[config.mk]
export PLATFORM = sky130hd
export DESIGN_NAME = bm_cam_bank
export DESIGN_NICKNAME = d
export VERILOG_FILES = /design/src/rtl/bm_cam_pkg.sv /design/src/rtl/bm_cam_prio_enc.sv /design/src/rtl/lutram.sv /design/src/rtl/bm_cam_bank.sv
export SDC_FILE = /design/constraint.sdc
export NUM_CORES = 2
export LEC_CHECK = 0
export ABC_AREA = 1
export BUFFER_PORTS_ARGS = -buffer_cell sky130_fd_sc_hd__buf_2
export CAP_MARGIN = 20
export CORE_UTILIZATION = 40
export CTS_CLUSTER_SIZE = 10
export DETAILED_ROUTE_END_ITERATION = 7
export PLACE_DENSITY = 0.62
export SYNTH_ARGS = -nofsm -noshare
export SYNTH_HDL_FRONTEND = slang
export SYNTH_SLANG_ARGS = --single-unit
[constraint.sdc]
create_clock -name clk -period 5.21 [get_ports clk]
set_clock_uncertainty 0.05 [all_clocks]
set_input_delay 0.521 -clock clk [delete_from_list [all_inputs] [get_ports clk]]
set_output_delay 0.521 -clock clk [all_outputs]
set_load 0.03 [all_outputs]
[src/rtl/bm_cam_pkg.sv]
// Shared types, default sizes and the lowest-set-bit helper for the LUTRAM CAM bank.
package bm_cam_pkg;

  localparam int SLICES_DEF  = 4;
  localparam int ADDR_W_DEF  = 6;
  localparam int ENTRIES_DEF = 8;

  // Widest match vector the helper accepts; narrower vectors are zero-extended.
  localparam int LS_MAX_W = 256;

  typedef enum logic [1:0] {
    IDLE  = 2'd0,
    SWEEP = 2'd1,
    DONE  = 2'd2
  } upd_state_e;

  function automatic int lowest_set(input logic [LS_MAX_W-1:0] vec);
    int r;
    r = 0;
    for (int i = LS_MAX_W - 1; i >= 0; i--) begin
      if (vec[i]) r = i;
    end
    return r;
  endfunction

endpackage

[src/rtl/bm_cam_prio_enc.sv]
// Priority encoder: hit flag and lowest set index of the CAM match vector.
// Latency: combinational, registered by the caller.
// Backpressure: none.
module bm_cam_prio_enc import bm_cam_pkg::*; #(
  parameter  int ENTRIES = ENTRIES_DEF,
  localparam int IDX_W   = $clog2(ENTRIES)
) (
  input  logic [ENTRIES-1:0] vec,
  output logic               hit,
  output logic [IDX_W-1:0]   idx
);

  logic [LS_MAX_W-1:0] ext;

  always_comb begin
    ext = '0;
    ext[ENTRIES-1:0] = vec;
  end

  assign hit = |vec;
  assign idx = IDX_W'(lowest_set(ext));

endmodule

[src/rtl/lutram.sv]
// LUTRAM primitive: synchronous write, asynchronous read, contents not reset.
// Latency: write visible the cycle after we; read is combinational.
// Backpressure: none, accepts a write every cycle.
module lutram #(
  parameter  int DEPTH = 64,
  parameter  int WIDTH = 8,
  localparam int AW    = $clog2(DEPTH)
) (
  input  logic             clk,
  input  logic             we,
  input  logic [AW-1:0]    addr,
  input  logic [WIDTH-1:0] din,
  output logic [WIDTH-1:0] dout
);

  logic [WIDTH-1:0] mem [DEPTH];

  always_ff @(posedge clk) begin
    if (we) mem[addr] <= din;
  end

  assign dout = mem[addr];

endmodule

[src/rtl/bm_cam_bank.sv]
// LUTRAM CAM bank: one LUTRAM per key slice, entry hit = AND of slice bits and valid; BM_CAM_MASK_EN adds ternary upd_mask.
// Latency: search result 1 cycle after accept; update done 2^ADDR_W+1 cycles after accept.
// Backpressure: search_ready/upd_ready low while the update engine sweeps; search wins in IDLE.
module bm_cam_bank import bm_cam_pkg::*; #(
  parameter  int SLICES  = SLICES_DEF,
  parameter  int ADDR_W  = ADDR_W_DEF,
  parameter  int ENTRIES = ENTRIES_DEF,
  localparam int KEY_W   = SLICES * ADDR_W,
  localparam int IDX_W   = $clog2(ENTRIES)
) (
  input  logic               clk,
  input  logic               rst,
  input  logic               search_valid,
  output logic               search_ready,
  input  logic [KEY_W-1:0]   search_key,
  output logic               match_valid,
  output logic [ENTRIES-1:0] match_vec,
  output logic               match_hit,
  output logic [IDX_W-1:0]   match_idx,
  input  logic               upd_valid,
  output logic               upd_ready,
  input  logic               upd_op,
  input  logic [IDX_W-1:0]   upd_idx,
  input  logic [KEY_W-1:0]   upd_key,
`ifdef BM_CAM_MASK_EN
  input  logic [KEY_W-1:0]   upd_mask,
`endif
  output logic               upd_done,
  output logic               busy
);

  localparam int                DEPTH     = 1 << ADDR_W;
  localparam logic [ADDR_W-1:0] LAST_ADDR = '1;

  upd_state_e         state;
  logic [ADDR_W-1:0]  sweep_addr;
  logic               op_q;
  logic [IDX_W-1:0]   idx_q;
  logic [KEY_W-1:0]   key_q;
  logic [KEY_W-1:0]   mask_q;
  logic [ENTRIES-1:0] valid_q;

  logic                            search_acc;
  logic                            upd_acc;
  logic                            idx_ok;
  logic                            upd_idx_ok;
  logic                            ram_we;
  logic [SLICES-1:0][ENTRIES-1:0]  rd_dat;
  logic [ENTRIES-1:0]              hit_vec;
  logic                            pe_hit;
  logic [IDX_W-1:0]                pe_idx;

  assign search_ready = (state == IDLE);
  assign upd_ready    = (state == IDLE) & ~search_valid;
  assign search_acc   = search_valid & search_ready;
  assign upd_acc      = upd_valid & upd_ready;
  assign upd_done     = (state == DONE);
  assign busy         = (state != IDLE);

  // Out-of-range targets still run the full sweep timing but never touch storage.
  assign idx_ok     = int'(idx_q) < ENTRIES;
  assign upd_idx_ok = int'(upd_idx) < ENTRIES;
  assign ram_we     = (state == SWEEP) & idx_ok;

  for (genvar s = 0; s < SLICES; s++) begin : g_slice
    logic [ADDR_W-1:0]  key_s;
    logic [ADDR_W-1:0]  mask_s;
    logic [ADDR_W-1:0]  ram_addr;
    logic               new_bit;
    logic [ENTRIES-1:0] wr_dat;

    assign key_s    = key_q[s*ADDR_W +: ADDR_W];
    assign mask_s   = mask_q[s*ADDR_W +: ADDR_W];
    assign new_bit  = op_q & (((sweep_addr ^ key_s) & ~mask_s) == '0);
    assign ram_addr = (state == SWEEP) ? sweep_addr : search_key[s*ADDR_W +: ADDR_W];

    // Read-modify-write: only the target entry's column changes.
    always_comb begin
      wr_dat = rd_dat[s];
      for (int e = 0; e < ENTRIES; e++) begin
        if (int'(idx_q) == e) wr_dat[e] = new_bit;
      end
    end

    lutram #(
      .DEPTH (DEPTH),
      .WIDTH (ENTRIES)
    ) u_ram (
      .clk  (clk),
      .we   (ram_we),
      .addr (ram_addr),
      .din  (wr_dat),
      .dout (rd_dat[s])
    );
  end

  always_comb begin
    hit_vec = valid_q;
    for (int s = 0; s < SLICES; s++) begin
      hit_vec = hit_vec & rd_dat[s];
    end
  end

  bm_cam_prio_enc #(
    .ENTRIES (ENTRIES)
  ) u_prio_enc (
    .vec (hit_vec),
    .hit (pe_hit),
    .idx (pe_idx)
  );

  always_ff @(posedge clk or posedge rst) begin
    if (rst) begin
      state      <= IDLE;
      sweep_addr <= '0;
      op_q       <= 1'b0;
      idx_q      <= '0;
      key_q      <= '0;
      valid_q    <= '0;
    end else begin
      case (state)
        IDLE: begin
          if (upd_acc) begin
            state      <= SWEEP;
            sweep_addr <= '0;
            op_q       <= upd_op;
            idx_q      <= upd_idx;
            key_q      <= upd_key;
            if (!upd_op && upd_idx_ok) valid_q[upd_idx] <= 1'b0;
          end
        end
        SWEEP: begin
          if (sweep_addr == LAST_ADDR) state <= DONE;
          else                         sweep_addr <= sweep_addr + 1'b1;
        end
        DONE: begin
          if (idx_ok) valid_q[idx_q] <= op_q;
          state <= IDLE;
        end
        default: state <= IDLE;
      endcase
    end
  end

`ifdef BM_CAM_MASK_EN
  always_ff @(posedge clk or posedge rst) begin
    if (rst)          mask_q <= '0;
    else if (upd_acc) mask_q <= upd_mask;
  end
`else
  assign mask_q = '0;
`endif

  always_ff @(posedge clk or posedge rst) begin
    if (rst) begin
      match_valid <= 1'b0;
      match_vec   <= '0;
      match_hit   <= 1'b0;
      match_idx   <= '0;
    end else begin
      match_valid <= search_acc;
      if (search_acc) begin
        match_vec <= hit_vec;
        match_hit <= pe_hit;
        match_idx <= pe_idx;
      end
    end
  end

endmodule

* Yosys cells after proc, flatten, opt, wreduce, memory -nomap -nowiden
Memory sizes are Yosys's and may differ from the RTL's.
Index checks and enable logic that the tools add are counted.
** Cells by class
- Multiplexer cells :: 60
- Reduce and logical (&&, ||, !) cells :: 16
- Order comparisons :: 4
- Bitwise operators :: 18
- Eq/ne operators :: 14
- Add/sub/neg operators :: 1
** Operators with widths (number)
- $and A8 B8 Y8 :: 5
- $mux W1 :: 36
- $mux W6 :: 6
- $logic_not A6 Y1 :: 4
- $mux W3 :: 8
- $xor A6 B6 Y6 :: 4
- $mux W8 :: 2
- $pmux W8 S2 :: 1
- $eq A3 B3 Y1 const B :: 4
- $pmux W6 S2 :: 1
- $bwmux W8 :: 1
- $lt A3 B4 Y1 const B :: 2
- $not A8 Y8 :: 1
- $reduce_or A8 Y1 :: 1
- $and A1 B1 Y1 :: 7
- $add A6 B1 Y6 const B :: 1
- $demux W1 S3 :: 2
- $eq A3 B2 Y1 const B :: 2
- $eq A6 B6 Y1 const B :: 1
- $ge A3 B1 Y1 const B :: 2
- $ne A2 B2 Y1 const B :: 3
- $reduce_and A3 Y1 :: 2
- $reduce_bool A2 Y1 :: 3
- $mux W2 :: 2
- 10 further kinds :: 12
** Word-level totals
- Memories :: 4
- Logic and storage cells :: 127
- RAM bits :: 2048
- Input bits :: 56
- Output and inout port bits :: 17
- Bits in registers :: 57
** Memories
- g_slice[0].u_ram.mem :: words 64, width 8, rd ports 1, clocked after Yosys merged registers in 0, write ports 1, line lutram.sv:16 : logic [WIDTH-1:0] mem [DEPTH];
- g_slice[1].u_ram.mem :: words 64, width 8, rd ports 1, clocked after Yosys merged registers in 0, write ports 1, line lutram.sv:16
- g_slice[2].u_ram.mem :: words 64, width 8, rd ports 1, clocked after Yosys merged registers in 0, write ports 1, line lutram.sv:16
- g_slice[3].u_ram.mem :: words 64, width 8, rd ports 1, clocked after Yosys merged registers in 0, write ports 1, line lutram.sv:16

* Depth between registers and ports, before layout
An unclocked memory read counts as a cell.
- Word-level depth :: 15
- Depth in mapped cells :: 28
- Mapped depth without buffers :: 25

* By module
From an unflattened synthesis, not the netlist that was laid out.
** Unflattened totals
- Cell total of the unflattened synthesis :: 9246
- Area total of the unflattened synthesis :: 91363.9 µm²
** By module, submodules not included
- lutram :: cells each 2159, sequential area each 15374.7 µm², area an instance 21884.7 µm², instances 4
- bm_cam_bank :: cells each 588, sequential area each 1426.4 µm², area an instance 3726.1 µm², instances 1
- bm_cam_prio_enc :: cells each 22, sequential area each 0.0 µm², area an instance 98.8 µm², instances 1

* Least setup slack after synthesis
OpenSTA, ideal clock, no wires.
- Kind :: register to register
- Start :: register state[1]
- End :: memory g_slice[0].u_ram.mem[0][0], data pin
- Stages on the path, launching flop included :: 18
- Path buffers :: 4
- Period minus slack after synthesis :: 5335 ps
- Data arrival time :: 4583 ps
- Slack :: -125 ps
- Required time :: 4458 ps
- Setup time :: 702 ps
- Cell sequence :: dfrtp_1 -> inv_2 -> nand2_2 -> buf_6 -> nand2_1 -> nand2_2 -> buf_4 -> buf_2 -> nand2_2 -> buf_2 -> o22ai_1 -> nor3_1 -> nand2_1 -> nand2_1 -> nand2_1 -> nor2_1 -> nand2_1 -> o21ai_0
** Between the ends
- Word-level cells in the longest chain between the ends :: 4
** Ends and longest elaborated chain
- start: declaration :: line bm_cam_bank.sv:35 : upd_state_e state;
- start signal: assignment :: line bm_cam_bank.sv:114 : state <= IDLE;
- start signal: assignment :: line bm_cam_bank.sv:124 : state <= SWEEP;
- start signal: assignment :: line bm_cam_bank.sv:133 : if (sweep_addr == LAST_ADDR) state <= DONE;
- $eq A2 B1 Y1 :: line bm_cam_bank.sv:75 : assign ram_addr = (state == SWEEP) ? sweep_addr : search_key[s*ADDR_W +: ADDR_W];
- $mux W6 :: line bm_cam_bank.sv:75
- $mem_v2 Z64 W8
- $mux W1 :: line bm_cam_bank.sv:81 : if (int'(idx_q) == e) wr_dat[e] = new_bit;
- net g_slice[0].u_ram.din[0] :: line lutram.sv:12 : input logic [WIDTH-1:0] din,
- end: declaration :: line lutram.sv:16
The timed path passes the listed nets, and every way through them passes these cells.

* Final worst setup path
- Start :: register state[1]
- End :: memory g_slice[2].u_ram.mem[10][5], data pin
** Between the ends
- Word-level cells in the longest chain between the ends :: 4
** Ends and longest elaborated chain (line)
- $eq A2 B1 Y1 :: bm_cam_bank.sv:75
- $mux W6 :: bm_cam_bank.sv:75
- $mem_v2 Z64 W8
- $mux W1 :: bm_cam_bank.sv:81
- net g_slice[2].u_ram.din[5] :: lutram.sv:12
- end: declaration :: lutram.sv:16
The timed path passes the listed nets, and every way through them passes these cells.

==> results.md <==
- The flow ran to the end, and the final reports show no timing, DRC or antenna violations.
- The critical path goes through inv_2 > nand2_2 > nand2_1 > nand2_4 > inv_4 > buf_4 > nor2_1 > o21ai_0 > nand2_1 > nand2_1 > nand2_1 > nand2_1 > nand2_1 > nor2_1 > nand2_1 > o21ai_4 > buf_4.
- The tightest min-delay check is of the in -> reg type.
- The highest routed metal layer is met4.
- The commonest cells after synthesis are nand2_1, edfxtp_1, nor2_1.
- The share of the Yosys chip area taken by registers is 0.7300.
- The biggest area contributor in the post-synthesis netlist is edfxtp_1.
- TritonCTS built the clock tree.
- The initial utilization of the core area, before any placement, comes to 0.4020.
- With fillers left out, the area of the finished cells amounts to 98090 µm².
- Counting flops with a built-in enable in the synthesized netlist gives 2048.
- The largest family of logic cells by synthesized area is simple AND/OR/NAND/NOR gates.
- The Yosys step of the flow raised 0 warnings.
- The number of clock sinks seen by CTS is 2105.
- The largest single stage delay on the critical path is 0.71 ns.
- Across every metal layer, demand over resource in global routing totals 0.2342.
- Measured along the y axis, the die boundary spans 466.2 µm.
- In the final routed layout, each cell accounts on average for 23.96 µm.
- The smallest clock period supported by the final layout is computed as 4.927 ns.
- The cell family contributing the most delay on the critical path is simple AND/OR/NAND/NOR gates.
- Counting flops with an async set or reset pin after synthesis yields a share of 0.02708.
- In this run the register-to-register setup slack is approximately 0.28 ns.
- The master of the slowest instance on the critical path is o21ai_4.
- The detailed router's first-iteration violation count is 7038.
- The net count of the mapped netlist is 7585.
- The compound-gate portion of the synthesized area is 0.05864.
- The total via count after detailed routing is 58480.
- The post-route DRC violation count is 0.
- The first-pass iteration count of the detailed router is 6.
- The classification of the worst setup path is reg -> reg.
- The initialized floorplan defines 170 standard-cell rows.
- Yosys attributes the largest share of cell area to edfxtp_1, nand2_1, nor2_1, o21ai_0, dfrtp_1.
- The transition time at the pin with the least slew margin is 1.142 ns.
- Averaged over all synthesized cells, the footprint is 11.45 µm².
- The number of buffers added on ports is 72.
- Of the post-synthesis cell area, the part taken by muxes is 0.
- The die span in x is roughly 470 µm.
- Setup violations remaining at the end of the flow were counted as 0.
- Entering global routing, the biggest net connects 119 pins.
- The number of antenna violations at the first check in global routing is 3.
- Of the available clock period, the critical path in the final layout requires 0.9457.
- The number of global-route vias before repair came to 56430.
- Wires add up to 256.6 mm.
- The post-detailed-route count of antenna-violating nets is 0.
- In this run, post-CTS repair resized a total of 0 instances.
- The final layout contains 7829 nets.
- The fraction of layout cells with a size suffix above 1 is 0.09137.
- The root buffer cell is clkbuf_16.
- The gate count after technology mapping is 7528.
- The first-pass GRT wire length is 377.7 mm.
- The maximum fanout encountered on the critical timing path is 40.
- The number of library cell types mapped by synthesis is 47.
- The share of synthesized area in the top cell type comes to 0.7135.
- Summing every instance area after synthesis gives 86200 µm².
- The sum of net half-perimeters after detailed placement is 159.4 mm.
- Summing all placed instances gives a cell area of 91480 µm².
- After detailed routing, the wire length on met1 is just over 100 mm.
- The worst-case headroom to the max-slew limit is 0.2355.
- The most used cell along the critical path is nand2_1.
- STA classifies the critical path endpoint as a register.
- The number of pins exceeding their max-slew limit in the final report is 0.
- The required arrival time at the worst endpoint is 5.75 ns.
- The worst path buffer plus inverter count is 4.
- The category of the worst setup path launch point is a register.
- The synthesized-area fraction occupied by and/or/nand/nor cells is 0.1748.
- The number of hold violations in the final report is 0.
- Dividing the detail-routed via count by the number of cells gives between 5 and 6.
- The worst-skew pair later-pin latency is 0.87 ns.
- Pin placement for this block handled 73 I/O pins.
- The maximum clock path buffer count is 3.
- The most used standard cell by instance count after synthesis is nand2_1.
- The area of the die is 217400 µm².
- The standard cell core area is 214400 µm².
- The H-tree was split into 4 levels.
- The main flop type after synthesis is edfxtp_1.
- The last weighted congestion value of the routability-driven placer is 0.9374.
- The worst endpoint data arrival time is 5.46 ns.
- The synthesis-stage register bit count is 2105.
- The relative area change from synthesis to final layout is 13.80%.
- Derived from the worst setup path, the maximum achievable clock frequency is between 200 and 250 MHz.
- Global routing finished with a remaining overflow of 0.
- After detailed routing, the met2 layer carries 118.9 mm of wire.
- The count of maximum capacitance violations is 0.
- Clock-pin slew was measured on the worst setup and hold paths at 0.06 ns.
- The number of buffers added by the clock tree synthesis step is 230.
- Of the total synthesized cell area, the portion taken by full adders, half adders and majority gates is 0.0001452.
- The routed wire length on met3 is 22.33 mm.
- In the final timing run, aggregate negative setup slack is 0 ns.
- Of the total synthesized cell area, the portion taken by XOR and XNOR cells is 0.0007113.
- Setup repair after global routing left no endpoint under its margin.
- After filler insertion, the fill cell instance count of the layout stands at about 19000.
-- routing by layer --
layer  GRT usage  vias to the layer above
met1      0.3116                    28730
met2      0.3690                     2867
met4      0.1176                        0
met5           0                        -
li1            -                    26340
met3     0.04197                      539
-- layout by cell type, fill, tap and decap left out, types with 4 or more instances in the layout --
cell           synthesis  layout
a21oi_1              224     224
a22oi_1                8       8
buf_12                 0      33
buf_2                185      72
buf_4                 15     239
clkbuf_1             137      82
clkbuf_16              0     235
clkinv_1               6       9
dfrtp_1               57      57
diode_2                0       4
dlygate4sd3_1          0      29
edfxtp_1            2048    2048
inv_1                349     347
inv_2                 19      17
inv_6                  0       7
nand2_1             2378    2368
nand2_2               12      18
nand3_1              234     234
nand3_2                5       4
nand3b_1              80      80
nand4_1               66      66
nor2_1               894     889
nor2_2                 4       7
nor3_1                25      19
nor3_2                16      22
o2111ai_1              4       4
o21a_1                 4       4
o21ai_0              472     441
o21ai_1               14      13
o21ai_4                0      35
o22a_1                 4       4
o22ai_1              192     192
or2_1                  5       5
or2_2                 10      10
xor2_1                 7       7
-- cell type report --
class                      instances  area (µm²)  area share
clock buffer                     317        6188     0.06309
inverter                         374        1416     0.01444
timing repair buffer             376        3156     0.03217
multi-input combinational       4685       20730      0.2113
tap                             2838        3551     0.03620
clock inverter                    12       116.4    0.001186
sequential                      2105       62930      0.6415
antenna                            4       10.01   0.0001020
-- path summary, 6_finish.rpt --
path	start	to	cells after the start
max	state[1]	g_slice[2].u_ram.mem[10][5]	17
min reg2reg	match_idx[2]	match_idx[2]	2
min	upd_idx[0]	idx_q[0]	3
min in group asynchronous	rst	match_vec[4]	4
max in group asynchronous	rst	key_q[12]	4
max reg2reg	state[1]	g_slice[2].u_ram.mem[10][5]	17
-- metrics by stage --
step | hold WS, ns | util | cells | setup WS [ns]
floorplan | 0.4109 | - | 7528 | 0.04620
global placement | 0.4143 | 0.4265 | 10350 | 0.4534
detailed placement | 0.4111 | 0.4266 | 10350 | 0.4613
global route | 0.07254 | 0.4575 | 10710 | 0.2005
CTS | 0.01657 | 0.4574 | 10710 | 0.4355
finish | 0.07126 | 0.4575 | 10710 | 0.2831
-- flip-flops by register name, indices dropped and copies added, names as in the netlist --
name and cells:
sweep_addr 6, g_slice.u_ram.mem 2048, match_idx 3, match_valid 1, state 2, idx_q 3
match_vec 8, key_q 24, valid_q 8, match_hit 1, op_q 1
-- timing repair --
action,CTS,global route
hold buffers,29,0
buffers inserted,0,0
endpoints found under the hold margin,85,0
-- cells by family (layout without fill, tap and decap cells) --
group / count (synthesis) / count (layout)
AO/OA/AOI/OAI: 939 / 939
XOR/XNOR: 7 / 7
adder cells (fa/ha/maj): 1 / 1
other: 0 / 4
buffers and inverters: 738 / 1079
flip-flops: 2105 / 2105
AND/OR/NAND/NOR: 3738 / 3738
-- worst reg2reg max path, stage by stage (launching register included) --
cell and delay [ns]:
dfrtp_1 0.46, inv_2 0.13, nand2_2 0.23, nand2_1 0.25, nand2_4 0.20, inv_4 0.27, buf_4 0.38, nor2_1 0.07
o21ai_0 0.49, nand2_1 0.12, nand2_1 0.08, nand2_1 0.05, nand2_1 0.08, nand2_1 0.06, nor2_1 0.18, nand2_1 0.25
o21ai_4 0.71, buf_4 0.54
Power is left out: the tool's default activity adds up to more than one toggle a clock period on the data nets, which glitch-free logic cannot reach.
